<file path="src/rtl/block_config_latch_mem.sv">
// block_config_latch_mem
// Truth-table storage for one LUT. The whole table is loaded in one parallel
// write on the configuration clock. A binary mux tree, steered by the LUT
// input address, drives the selected table bit out combinationally.
module block_config_latch_mem #(
    parameter  int ADDR_BITS = 4,
    localparam int MEM_SIZE  = 2 ** ADDR_BITS
) (
    input  logic                 cclk,
    input  logic                 rst,
    input  logic                 cen,
    input  logic [MEM_SIZE-1:0]  config_in,
    input  logic [ADDR_BITS-1:0] addr,
    output logic                 out
);

    // Stored truth table; bit i is the LUT output for addr == i.
    logic [MEM_SIZE-1:0] mem;

    // Heap-ordered mux tree. Node n has children 2n and 2n+1.
    // Root is node 1, and the leaves are nodes MEM_SIZE .. 2*MEM_SIZE-1.
    // Leaf MEM_SIZE+i holds mem[i], so walking down from the root with addr
    // MSB first ends on mem[addr], and addr[0] picks at the leaf level.
    logic [2*MEM_SIZE-1:1] tree;

    // Whole-table load on an enabled configuration edge.
    // Reset clears the table at once, without waiting for a clock edge.
    always_ff @(posedge cclk or posedge rst) begin
        if (rst) begin
            mem <= '0;
        end else if (cen) begin
            mem <= config_in;
        end
    end

    assign tree[2*MEM_SIZE-1:MEM_SIZE] = mem;

    // Each node at depth d selects between its two children using addr bit
    // (ADDR_BITS-1-d), so the deepest mux level is steered by addr[0].
    for (genvar d = 0; d < ADDR_BITS; d++) begin : g_level
        for (genvar i = 0; i < (1 << d); i++) begin : g_node
            localparam int N = (1 << d) + i;
            assign tree[N] = addr[ADDR_BITS-1-d] ? tree[2*N+1] : tree[2*N];
        end
    end

    assign out = tree[1];

endmodule

</file>
<file path="config.mk">
export PLATFORM = sky130hd
export DESIGN_NAME = block_config_latch_mem
export DESIGN_NICKNAME = d
export VERILOG_FILES = /design/src/rtl/block_config_latch_mem.sv
export SDC_FILE = /design/constraint.sdc
export NUM_CORES = 1
export LEC_CHECK = 0
export ABC_AREA = 1
export BUFFER_PORTS_ARGS = -buffer_cell sky130_fd_sc_hd__buf_2
export CAP_MARGIN = 20
export CORE_UTILIZATION = 35
export CTS_CLUSTER_SIZE = 16
export DETAILED_ROUTE_END_ITERATION = 7
export GPL_TIMING_DRIVEN = 1
export PLACE_DENSITY = 0.69
export REMOVE_ABC_BUFFERS = 1
export SETUP_SLACK_MARGIN = 0.5
export SLEW_MARGIN = 15
export SYNTH_ARGS = -nofsm -noshare
export SYNTH_HDL_FRONTEND = slang
export SYNTH_SLANG_ARGS = --single-unit
</file>
<file path="constraint.sdc">
create_clock -name cclk -period 1.05 [get_ports cclk]
set_input_delay 0.21 -clock cclk [delete_from_list [all_inputs] [get_ports cclk]]
set_output_delay 0.21 -clock cclk [all_outputs]
set_load 0.005 [all_outputs]
</file>
==> results.py, run 1 <==
metrics = {
    "outcome": {
        "outcome": "finished with violations",
        "violations": "hold timing, setup timing",
    },
    "floorplanning": {
        "coreArea_um2": 2060,
        "ios": 24,
        "die_w_um": 49.8,
        "initial_core_util": 0.388,
        "die_area_um2": 2480,
        "fp.dieH_um": 49.8,
        "placementRows": 16,
    },
    "finish": {
        "largest_reg_flops": 16,
        "drive_above_1_share": 0.603,
        "area_growth_pct": 50.7,
        "multi_input_area_um2": 380,
        "num_antenna_cells": 0,
        "regArea_um2": 400,
        "nFillCells": 188,
        "fin_cells": 168,
        "nets": 165,
        "top_regs": "mem (16)",
        "top_register": "mem",
        "post-route-util": 0.584,
    },
    "worst_setup_path": {
        "crit_family": "flip-flops",
        "startpoint_type": "register",
        "critical-path-max-stage-delay_ps": 390,
        "endpoint_kind": "output port",
        "slowest_stage": "dfrtp_1",
        "arrival_ps": 1200,
        "worst-path-stages": 7,
        "crit_required_ps": 840,
        "path_buf_inv": 2,
        "crit_chain": "inv_2 -> nand2_1 -> nand3_1 -> nand3_2 -> nand3_2 -> nand2_1 -> buf_2",
        "worst-setup-path-type": "register to output port",
        "worstPathMaxFanout": 2,
        "worst-r2r-cell-count": 4,
    },
    "cts": {
        "cts_tree": "done",
        "clock_latency_ps": 280,
        "clk_pin_slew_worst_paths_ps": 100,
        "clockBufferDepth": 2,
        "cts.sinks": 16,
        "root_buffer": "clkbuf_4",
        "numCtsBuffers": 3,
        "htree_levels": 1,
    },
    "drt": {
        "routed_wl_mm": 1.86,
        "antenna_left": 0,
        "vias": 770,
        "drtIter0Drc": 8,
        "vias_per_cell": 4.58,
        "first_pass_iters": 4,
        "wl_per_cell_um": 11.0,
        "route.detailed.drc": 0,
    },
    "grt": {
        "antenna_found_initial": 0,
        "grt_pass1_wl_mm": 2.96,
        "grt_pass1_vias": 752,
        "grt_usage": 0.156,
        "grt_max_degree": 33,
        "grt-ovfl-total": 0,
    },
    "power_and_ir_drop": {
        "ir_worst_vdd_mv": 0.607,
        "p_leak_uw": 0.000639,
        "power.total_uw": 1490,
        "p_per_area_nw_per_um2": 1240,
    },
    "timing": {
        "slew_viol_final": 0,
        "hold_viol": 16,
        "fin_crit_ps": 1410,
        "hold_ws_ps": -92.0,
        "finalSetupViolCount": 1,
        "fin_ws_ps": -359,
        "skew_ps": 0,
        "worstMarginPinSlew_ps": 224,
        "rsz0062_at_grt": "true",
        "slew_headroom": 0.851,
        "fmaxAchievable_ghz": 0.710,
        "post-route-period-util": 1.34,
    },
    "synthesis": {
        "synth-warning-count": 0,
        "ys_ff_latch": 16,
        "ys_seq_area_frac": 0.501,
        "netlist_instances": 104,
        "syn_area_um2": 800,
        "yosysUniqueCellTypes": 11,
        "avgSynthCellArea_um2": 7.69,
    },
    "placed_design": {
        "place_congestion": 0.902,
        "place_ws_ps": -103,
        "dp_cells": 159,
        "dp_hpwl_mm": 1.20,
        "io_buffers": 23,
    },
    "min_path": {
        "hold_path_class": "input pin to asynchronous set/reset pin",
    },
    "run": {
        "max-cap-violations": 0,
    },
}
layout by cell type, fill, tap and decap left out:
cell       n
buf_12     1
buf_2     23
buf_4      3
buf_6     10
clkbuf_4   3
clkbuf_8   1
dfrtp_1   16
inv_1      4
inv_2     16
inv_6      1
nand2_1   27
nand2_2    6
nand3_1    4
nand3_2   10
o21ai_1    5
o21ai_2   11
metrics by stage:
stage / area [µm²] / hold slack, ps / setup TNS (ps)
after detailed placement: 1000 / 229 / -103
after global routing: 1200 / -73.7 / -425
after floorplan: 773 / 124 / 0
after CTS: 1100 / -84.3 / -334
after global placement: 1000 / 224 / -56.6
final: 1200 / -92.0 / -359
repair_timing:
| action | CTS | global route |
|---|---|---|
| resized for setup | 22 | 30 |
| setup buffers | 4 | 1 |
| pin swaps | 8 | 10 |
| endpoints found under the setup margin | 17 | 17 |
| endpoints found under the hold margin | 16 | 16 |
cells by family (layout without fill, tap and decap cells):
| kind of cell | Yosys count | count (layout) | synth area share |
|---|---|---|---|
| simple gates | 47 | 47 | 0.261 |
| buf+inv | 25 | 62 | 0.138 |
| flops | 16 | 16 | 0.501 |
| compound gates | 16 | 16 | 0.100 |
final timing paths:
kind                       slack [ps]    startpoint  endpoint
max                              -360        mem[4]       out
min                               -90           rst    mem[8]
max reg2reg                       260        mem[4]    mem[4]
min reg2reg                       510       mem[14]   mem[14]
max in group asynchronous         960           rst    mem[6]
min in group cclk                 130  config_in[0]    mem[0]
cells in the mapped netlist, drive strengths merged:
| library cell | instances | area share |
|---|---|---|
| nand2 | 33 | 0.16 |
| inv | 21 | 0.10 |
| dfrtp | 16 | 0.50 |
| o21ai | 16 | 0.10 |
| nand3 | 14 | 0.10 |
| buf | 4 | 0.033 |
power by group:
part,leakage (µW),switching [µW],internal [µW]
Sequential,0.000194,24.6,671
Clock,0.0000210,200,211
Combinational,0.000424,193,191
cell type report:
class | instances | share of cell area
clock buffers | 4 | 0.0301
inverters | 21 | 0.0696
multi-input cells | 63 | 0.316
flip-flops and latches | 16 | 0.332
well taps | 27 | 0.0280
repair buffers | 37 | 0.224
layer usage:
| metal | vias up | global-route usage | wire [µm] |
|---|---|---|---|
| li1 | 398 | - | - |
| met1 | 348 | 0.189 | 824 |
| met2 | 20 | 0.270 | 931 |
| met3 | 4 | 0.0216 | 64 |
| met4 | 0 | 0.0714 | 36 |
| met5 | - | 0 | 0 |
worst min-delay path, stage by stage:
cell   delay (ps)
buf_2          90
inv_1          40
buf_4         230
Power figures use the tool's default switching activity.
==> run 2: changes to the inputs <==
--- a/config.mk
+++ b/config.mk
@@ -8,10 +8,12 @@
 export ABC_AREA = 1
 export BUFFER_PORTS_ARGS = -buffer_cell sky130_fd_sc_hd__buf_2
 export CAP_MARGIN = 20
+export CORE_MARGIN = 2
 export CORE_UTILIZATION = 35
 export CTS_CLUSTER_SIZE = 16
 export DETAILED_ROUTE_END_ITERATION = 7
 export GPL_TIMING_DRIVEN = 1
+export HOLD_SLACK_MARGIN = 0.02
 export PLACE_DENSITY = 0.69
 export REMOVE_ABC_BUFFERS = 1
 export SETUP_SLACK_MARGIN = 0.5
==> constraint.sdc (replaced) <==
create_clock -name cclk -period 1.05 [get_ports cclk]
set_input_delay 0 -clock cclk [delete_from_list [all_inputs] [get_ports cclk]]
set_output_delay 0 -clock cclk [all_outputs]
set_load 0.005 [all_outputs]
==> results.py, run 2 (same netlist as run 1, synthesis figures left out) <==
metrics = {
    "cts": {
        "numCtsBuffers": 3,
        "htree_levels": 1,
        "clockBufferDepth": 2,
        "cts_tree": "done",
        "clk_pin_slew_worst_paths_ps": 90,
        "postCtsHoldBufs": 1,
        "root_buffer": "clkbuf_4",
        "cts.sinks": 16,
        "clock_latency_ps": 300,
    },
    "floorplanning": {
        "ios": 24,
        "die_area_um2": 2680,
        "placementRows": 17,
        "die_w_um": 51.8,
        "coreArea_um2": 2190,
        "initial_core_util": 0.365,
        "fp.dieH_um": 51.8,
    },
    "worst_setup_path": {
        "worstPathMaxFanout": 2,
        "crit_required_ps": 1050,
        "startpoint_type": "register",
        "worst-setup-path-type": "register to output port",
        "arrival_ps": 1220,
        "endpoint_kind": "output port",
    },
    "grt": {
        "antenna_found_initial": 0,
        "grt-ovfl-total": 0,
        "grt_max_degree": 33,
        "grt_pass1_wl_mm": 3.23,
        "grt_usage": 0.169,
        "grt_pass1_vias": 806,
    },
    "power_and_ir_drop": {
        "ir_worst_vdd_mv": 0.548,
        "p_per_area_nw_per_um2": 1240,
        "p_leak_uw": 0.000647,
        "power.total_uw": 1510,
    },
    "finish": {
        "regArea_um2": 400,
        "area_growth_pct": 51.6,
        "layout_common_cells": "27 x nand2_1, 23 x buf_2, 16 x inv_2, 16 x dfrtp_1, 11 x buf_6",
        "multi_input_area_um2": 350,
        "num_antenna_cells": 0,
        "top_regs": "mem (16)",
        "largest_reg_flops": 16,
        "top_register": "mem",
        "layout_commonest_cell": "nand2_1",
        "drive_above_1_share": 0.559,
        "nFillCells": 194,
        "post-route-util": 0.553,
        "nets": 169,
    },
    "timing": {
        "worstMarginPinSlew_ps": 240,
        "rsz0062_at_grt": "true",
        "setup_tns_ps": -301,
        "finalSetupViolCount": 2,
        "hold_viol": 16,
        "fmaxAchievable_ghz": 0.820,
        "slew_headroom": 0.840,
        "post-route-period-util": 1.16,
        "slew_viol_final": 0,
        "fin_ws_ps": -169,
        "fin_crit_ps": 1220,
        "skew_ps": 0,
        "hold_ws_ps": -97.8,
    },
    "drt": {
        "route.detailed.drc": 0,
        "antenna_left": 0,
        "wl_per_cell_um": 11.7,
        "vias": 782,
        "routed_wl_mm": 2.02,
        "drtIter0Drc": 17,
        "vias_per_cell": 4.52,
        "first_pass_iters": 4,
    },
    "min_path": {
        "hold_path_class": "input pin to register",
    },
    "placed_design": {
        "place_congestion": 0.799,
        "place_ws_ps": 146,
        "io_buffers": 23,
        "dp_hpwl_mm": 1.19,
    },
    "run": {
        "max-cap-violations": 0,
    },
    "outcome": {
        "violations": "hold timing, setup timing",
        "outcome": "finished with violations",
    },
}
==> run 2: layout make-up <==
class | count | area share
sequential | 16 | 0.330
multi-input combinational | 63 | 0.289
timing repair buffer | 41 | 0.253
inverter | 21 | 0.0691
clock buffer | 4 | 0.0299
tap | 28 | 0.0289
==> run 2: layer usage <==
layer / share of wire / GRT usage
met2: 0.51 / 0.314
met3: 0.044 / 0.0316
met4: 0.032 / 0.105
met5: 0 / 0
met1: 0.42 / 0.173
==> run 2: what timing repair did <==
| action | 4_1_cts | 5_1_grt |
|---|---|---|
| endpoints found under the setup margin | 17 | 17 |
| gates resized for setup | 24 | 22 |
| hold endpoints to repair | 32 | 16 |
| cloned | 0 | 0 |
| pin swaps | 8 | 5 |
| setup buffers | 10 | 5 |
==> run 2: report_power, final <==
group | leakage, µW | switching (µW) | internal, µW
clock | 0.0000210 | 205 | 212
sequential | 0.000194 | 25.0 | 671
combinational | 0.000431 | 192 | 202
total | 0.000647 | 422 | 1080
==> run 2: path summary, 6_finish.rpt <==
path / start / to / slack (ps) / depth (start not counted)
hold / removal: config_in[12] / mem[12] / -100 / 3
setup reg to reg: mem[15] / mem[15] / -130 / 8
max in group asynchronous: rst / mem[6] / 630 / 4
hold reg to reg: mem[14] / mem[14] / 510 / 2
min in group asynchronous: rst / mem[8] / 230 / 4
setup / recovery: mem[1] / out / -170 / 7
==> run 2: per-stage QoR <==
| step | cell area, µm² | hold slack [ps] | cells |
|---|---|---|---|
| 2_1_floorplan | 773 | -86.3 | 100 |
| 3_3_place_gp | 951 | 9.04 | 153 |
| 3_5_place_dp | 951 | 12.8 | 153 |
| 4_1_cts | 1120 | -92.9 | 168 |
| 5_1_grt | 1210 | -90.7 | 173 |
| 6_report | 1210 | -97.8 | 173 |
==> run 2: critical path: stages, from the launching register on <==
cell and delay (ps):
dfrtp_1 390, inv_2 60, nand2_1 70, nand3_2 80
nand3_2 60, nand3_2 70, nand2_1 50, buf_2 120
